File: src/rtl/div16x8.sv
`default_nettype none
// ============================================================================
// Module   : div16x8
// Purpose  : Iterative restoring unsigned divider, 16-bit / 8-bit, one
//            quotient bit per clock, start/done handshake.
// Revision : 1.0 - initial release
// ============================================================================
module div16x8 #(
    parameter int NW = 16,
    parameter int DW = 8
) (
    input  logic          clk,
    input  logic          rst,
    input  logic          start,
    input  logic [NW-1:0] N,
    input  logic [DW-1:0] D,
    output logic [NW-1:0] Q,
    output logic [DW-1:0] R,
    output logic          busy,
    output logic          done,
    output logic          div0
);

    localparam int            c_CNT_W    = $clog2(NW);
    localparam [c_CNT_W-1:0]  c_CNT_INIT = c_CNT_W'(NW - 1);

    typedef enum logic [1:0] {
        S_IDLE = 2'd0,
        S_BUSY = 2'd1,
        S_DONE = 2'd2
    } state_t;

    state_t             r_state;
    logic [NW-1:0]      r_dvd;
    logic [DW-1:0]      r_dsr;
    logic [DW-1:0]      r_rem;
    logic [c_CNT_W-1:0] r_cnt;

    logic [DW:0]        w_t;
    logic [DW:0]        w_diff;
    logic               w_ge;
    logic [DW-1:0]      w_rem_nxt;
    logic [NW-1:0]      w_dvd_nxt;

    // The partial remainder is always below the divisor, so t < 2*dsr and the
    // top bit of t - dsr is a reliable borrow flag; only DW remainder bits are kept.
    assign w_t       = {r_rem, r_dvd[NW-1]};
    assign w_diff    = w_t - {1'b0, r_dsr};
    assign w_ge      = ~w_diff[DW];
    assign w_rem_nxt = w_ge ? w_diff[DW-1:0] : w_t[DW-1:0];
    assign w_dvd_nxt = {r_dvd[NW-2:0], w_ge};

    always_ff @(posedge clk) begin
        if (rst) begin
            r_state <= S_IDLE;
            r_dvd   <= '0;
            r_dsr   <= '0;
            r_rem   <= '0;
            r_cnt   <= '0;
            Q       <= '0;
            R       <= '0;
            busy    <= 1'b0;
            done    <= 1'b0;
            div0    <= 1'b0;
        end else begin
            done <= 1'b0;
            case (r_state)
                S_IDLE: begin
                    if (start) begin
                        r_dvd <= N;
                        r_dsr <= D;
                        r_rem <= '0;
                        r_cnt <= c_CNT_INIT;
                        if (D == '0) begin
                            r_state <= S_DONE;
                            done    <= 1'b1;
                            Q       <= '1;
                            R       <= N[DW-1:0];
                            div0    <= 1'b1;
                        end else begin
                            r_state <= S_BUSY;
                            busy    <= 1'b1;
                        end
                    end
                end
                S_BUSY: begin
                    r_dvd <= w_dvd_nxt;
                    r_rem <= w_rem_nxt;
                    r_cnt <= r_cnt - 1'b1;
                    if (r_cnt == '0) begin
                        r_state <= S_DONE;
                        busy    <= 1'b0;
                        done    <= 1'b1;
                        Q       <= w_dvd_nxt;
                        R       <= w_rem_nxt;
                        div0    <= 1'b0;
                    end
                end
                S_DONE: begin
                    r_state <= S_IDLE;
                end
                default: begin
                    r_state <= S_IDLE;
                end
            endcase
        end
    end

endmodule
`default_nettype wire

File: config.mk
export PLATFORM = sky130hd
export DESIGN_NAME = div16x8
export DESIGN_NICKNAME = d
export VERILOG_FILES = /design/src/rtl/div16x8.sv
export SDC_FILE = /design/constraint.sdc
export NUM_CORES = 1
export LEC_CHECK = 0
export BUFFER_PORTS_ARGS = -buffer_cell sky130_fd_sc_hd__clkbuf_2
export CAP_MARGIN = 15
export CORE_MARGIN = 2
export CORE_UTILIZATION = 50
export CTS_CLUSTER_SIZE = 14
export DETAILED_ROUTE_END_ITERATION = 8
export PLACE_DENSITY_LB_ADDON = 0.2
export SYNTH_ARGS = -nofsm -noshare
export SYNTH_HDL_FRONTEND = slang
export SYNTH_SLANG_ARGS = --single-unit
export TNS_END_PERCENT = 100
File: constraint.sdc
create_clock -name clk -period 2.06 [get_ports clk]
set_input_delay 0.515 -clock clk [delete_from_list [all_inputs] [get_ports clk]]
set_output_delay 0.515 -clock clk [all_outputs]
set_load 0.05 [all_outputs]
; ---- Yosys cells after proc, flatten, opt, wreduce, memory -nomap -nowiden
; Index checks and enable logic that the tools add are counted.
[totals]
latchBits = 0
mem_bits_rw = 0
romBits = 0
out_inout_bits = 27
mem_count = 0
elab_cells = 57
in_bits = 27
register_bits = 65
[classes]
n_eq_ne = 5
muxes = 30
add_sub_neg = 2
n_mul = 0
n_bitwise = 1
shift = 0
order_cmp = 0
div = 0
reduce_logical = 9
[op_table]
columns = op, count
row1 = $mux W16, 4
row2 = $pmux W16 S2, 2
row3 = $mux W8, 5
row4 = $pmux W8 S2, 2
row5 = $sub A9 B8 Y9, 1
row6 = $logic_not A8 Y1, 1
row7 = $mux W1, 8
row8 = $ne A2 B2 Y1 const B, 4
row9 = $pmux W4 S2, 1
row10 = $reduce_and A4 Y1, 2
row11 = $mux W2, 3
row12 = $pmux W1 S2, 3
row13 = $reduce_and A2 Y1, 3
row14 = $logic_not A4 Y1, 1
row15 = $mux W4, 1
row16 = $pmux W2 S2, 1
row17 = $sub A4 B1 Y4 const B, 1
row18 = $eq A2 B1 Y1 const B, 1
row19 = $logic_not A2 Y1, 1
row20 = $reduce_bool A2 Y1, 1
row21 = $not A1 Y1, 1

; ---- Depth between registers and ports, before layout
[logic_depth]
word_depth = 4
mapped_depth = 10
depth_no_buf = 10

; ---- Worst setup path after synthesis
; No wires, ideal clock.
[synth_path]
path_type = register to register
start = register r_dvd[15]
end = register R[0]
setup_slack_ns = -0.200
stages_incl_launch_ff = 11
t_required_ns = 1.940
n_path_buf = 0
arrival_time_ns = 2.140
path_cell_list = dfxtp_1 > inv_1 > ha_1 > inv_1 > fa_1 > a211oi_2 > nor3_2 > mux2i_2 > nor2_8 > mux2i_1 > o31a_1
[synth_between]
elab_chain_len = 4
[synth_lines]
columns = item, line_no
row1 = "start, declared", 34  ; logic [NW-1:0] r_dvd;
row2 = "start signal, assigned", 87  ; r_dvd <= w_dvd_nxt;
row3 = $sub A9 B8 Y9, 48  ; assign w_diff = w_t - {1'b0, r_dsr};
row4 = $mux W8 *, 50  ; assign w_rem_nxt = w_ge ? w_diff[DW-1:0] : w_t[DW-1:0];
row5 = $mux W8 *, 90  ; if (r_cnt == '0) begin
row6 = $pmux W8 S2 *, 67  ; case (r_state)
row7 = "end signal, assigned", 78  ; R <= N[DW-1:0];
row8 = "end signal, assigned", 95  ; R <= w_rem_nxt;
row9 = "end, declared", 18  ; output logic [DW-1:0] R,
; Mark *: on every way between the ends. The rest lies on a longest branch, timed or not. The select of a mux whose other input is x is not followed.
; A chain may end at the register's enable or synchronous reset.

; ---- Worst setup path in the final report
[layout_path]
start = register r_dvd[15]
end = register r_rem[0]
[layout_between]
elab_chain_len = 3
[layout_lines]
columns = item, line_no
row1 = $sub A9 B8 Y9, 48
row2 = $mux W8 *, 50
row3 = $pmux W8 S2 *, 67
row4 = "end signal, assigned", 88  ; r_rem <= w_rem_nxt;
row5 = "end, declared", 36  ; logic [DW-1:0] r_rem;
; Mark *: on every way between the ends. The rest lies on a longest branch, timed or not.

==> impl_metrics.tcl <==
set metrics [dict create \
    status "complete, but fails checks" \
    violations "setup timing" \
    wl_mm 8.29 \
    finalCoreUtilization_pct 65.7 \
    irDropWorstVdd_mv 0.601 \
    hold_slack_ns 0.398 \
    chipWidth_um 81.9 \
    grt_pass1_wl_mm 13.0 \
    routed.top_layer "met4" \
    syn_inst 377 \
    diodes 0 \
    slew_headroom_pct 66.4 \
    yosys_warnings 0 \
    vias 3038 \
    clk_pin_slew_ns 0.08 \
    met2_length_mm 4.00 \
    crit_path_start_kind "flop" \
    worst_slew_pin_slew_ns 0.501 \
    yosysSeqAreaShare_pct 42.9 \
    setup-tns-final_ns -2.29 \
    ys_types 46 \
    portBuffers 53 \
    place_congestion 0.875 \
    synth.top_cell.area_share_pct 42.9 \
    vias_per_cell 5.65 \
    clock_path_buffers 2 \
    die_y_um 81.9 \
    wl_met1_mm 3.68 \
    drv_cap 0 \
    drc_errors 0 \
    cp_max_fo 5 \
    synth_area_leader_cell "dfxtp_1" \
    fin_crit_ns 2.25 \
    dieArea_um2 6710 \
    fin_crit_sh_pct 109 \
    ys_ff_latch 65 \
    fin_nets 495 \
    p_leak_nw 1.65 \
    wl_met3_um 460 \
    synth-edff-count 0 \
    start_util_pct 51.6 \
    tritoncts "yes" \
    firstDrtPassIters 5 \
    ys.flop_type "dfxtp_1" \
    placed_area_um2 3560 \
    grt_start_max_net_pins 37 \
    ioPinCount 54 \
    synthArstFlopShare_pct 0 \
    avgSynthCellArea_um2 8.05 \
    fin_skew_ns 0.0104 \
    design_area_um2 3870 \
    core_area_um2 5890 \
    layoutNonFillerInstCount 538 \
    regToRegEndpoint "r_rem[0]$_SDFFE_PP0P_" \
    grt_usage_pct 25.2 \
    end_kind "flop" \
    wire_per_inst_um 15.4 \
    crit_path_end "r_rem[0]$_SDFFE_PP0P_" \
    ant_nets 0 \
    htreeDepth 3 \
    r2r_setup_slack_ns -0.19 \
    syn_to_final_growth_pct 27.4 \
    timing.fmax_ghz 0.445 \
    rsz0062_at_grt "yes" \
    cellPowerDensity_nw_per_um2 1020 \
    netlist_area_um2 3040 \
    antenna_found_initial 0 \
    required_ns 2.30 \
    cts_hold_buf 0 \
    arrival_ns 2.49 \
    worstSkewPairLatency_ns 0.36 \
    reg2reg_depth 10 \
    synth_nets 414 \
    power.total_mw 3.94 \
    drive_above_1_share_pct 27.6 \
    setup-violations-final 17 \
    hold_class "input port to flop" \
    row_count 28 \
    crit_type "flop to flop" \
    synth_area_leaders "dfxtp_1, nand2_1, nor3_1" \
    grt-ovfl-total 0 \
    critPathLaunch "r_dvd[15]$_SDFFE_PP0P_" \
    pre_cts_slack_ns -0.242 \
    grt_pass1_vias 2814 \
    regToRegStartpoint "r_dvd[15]$_SDFFE_PP0P_" \
    hold_violations 0 \
    numCtsBuffers 9 \
    drt_iter0_drc 194 \
    placed_cells 514 \
    dp_hpwl_mm 5.74 \
    slew_violations 0 \
    setup_ws_ns -0.188 \
    clock_sinks 65 \
    cts-root-buf "clkbuf_8" \
]
-- cells in the mapped netlist, drive strengths merged (2+ instances only) --
cell type,number
nor4,4
o21ai,15
xnor2,3
dfxtp,65
nand2,65
o22ai,3
inv,14
o31a,2
nand3,3
nor3,36
mux2i,10
clkbuf,18
a21oi,29
and3,3
ha,9
a221oi,2
a211oi,6
nor2,46
a311oi,13
a31oi,2
nor2b,4
nand2b,3
a21o,2
o221ai,3
buf,4
-- routing by layer --
| metal | global-route usage (%) | up-vias |
|---|---|---|
| met4 | 7.33 | 0 |
| li1 | - | 1494 |
| met3 | 5.82 | 11 |
| met5 | 0 | - |
| met1 | 31.8 | 1423 |
| met2 | 42.8 | 110 |
-- cells in the final DEF, fill, tap and decap left out, drive strengths merged, types with 4 or more instances in the layout --
cell,n
nand2,65
dfxtp,65
clkbuf,62
nor2,47
buf,38
nor3,36
a21oi,29
inv,15
o21ai,15
a311oi,13
mux2i,10
ha,9
a211oi,6
clkinv,5
nor2b,4
nor4,4
-- final cells by class --
cell class,instances,area [um2]
well taps,75,93.8
multi-input cells,277,1650
clock buffers,9,124
fillers,506,2020
flip-flops and latches,65,1300
repair buffers,91,567
clock inverters,7,78.8
inverters,14,52.6
-- worst max-delay path, cell delays in order (launching register included) --
cell and delay [ns]:
dfxtp_2 0.33, inv_2 0.07, ha_4 0.13, inv_2 0.04
fa_2 0.36, a211oi_4 0.29, nor3_4 0.08, mux2i_4 0.32
nor2_8 0.10, mux2i_2 0.17, a22o_2 0.24
-- cell families after synthesis --
group,synth area share [%]
AND/OR/NAND/NOR,24.4
AO/OA/AOI/OAI,18.8
flip-flops,42.9
buffers and inverters,4.99
multiplexers,3.42
adder cells (fa/ha/maj),4.37
XOR/XNOR,1.15
-- where the power goes --
| part | leakage, nW | switching (mW) | total (mW) | internal (mW) |
|---|---|---|---|---|
| Clock | 0.104 | 0.555 | 1.12 | 0.569 |
| Combinational | 1.01 | 0.799 | 1.33 | 0.528 |
| Sequential | 0.535 | 0.0987 | 1.49 | 1.39 |
| Total | 1.65 | 1.45 | 3.94 | 2.48 |
-- flip-flops by register name, indices dropped and copies added (netlist names) --
signal	flops
r_rem	8
r_dsr	8
busy	1
r_state	2
Q	16
r_dvd	16
done	1
r_cnt	4
div0	1
R	8
-- worst min path at each step --
stage | start | to | slack (ns) | depth (start not counted)
2_1_floorplan | r_dsr[1]$_SDFFE_PP0P_ | r_dsr[1]$_SDFFE_PP0P_ | 0.44 | 2
3_3_place_gp | div0$_SDFFE_PP0P_ | div0$_SDFFE_PP0P_ | 0.44 | 2
3_5_place_dp | div0$_SDFFE_PP0P_ | div0$_SDFFE_PP0P_ | 0.45 | 2
4_1_cts | D[0] | r_dsr[0]$_SDFFE_PP0P_ | 0.40 | 3
5_1_grt | D[0] | r_dsr[0]$_SDFFE_PP0P_ | 0.40 | 3
6_report | N[11] | r_dvd[11]$_SDFFE_PP0P_ | 0.40 | 3
-- timing repair --
action	CTS	global route
setup buffers	5	3
resized for setup	2	8
pin swaps	5	5
gates cloned	1	0
endpoints found under the setup margin	17	18
endpoints found under the hold margin	0	0
Note: power is estimated with default switching activity, not from simulation.
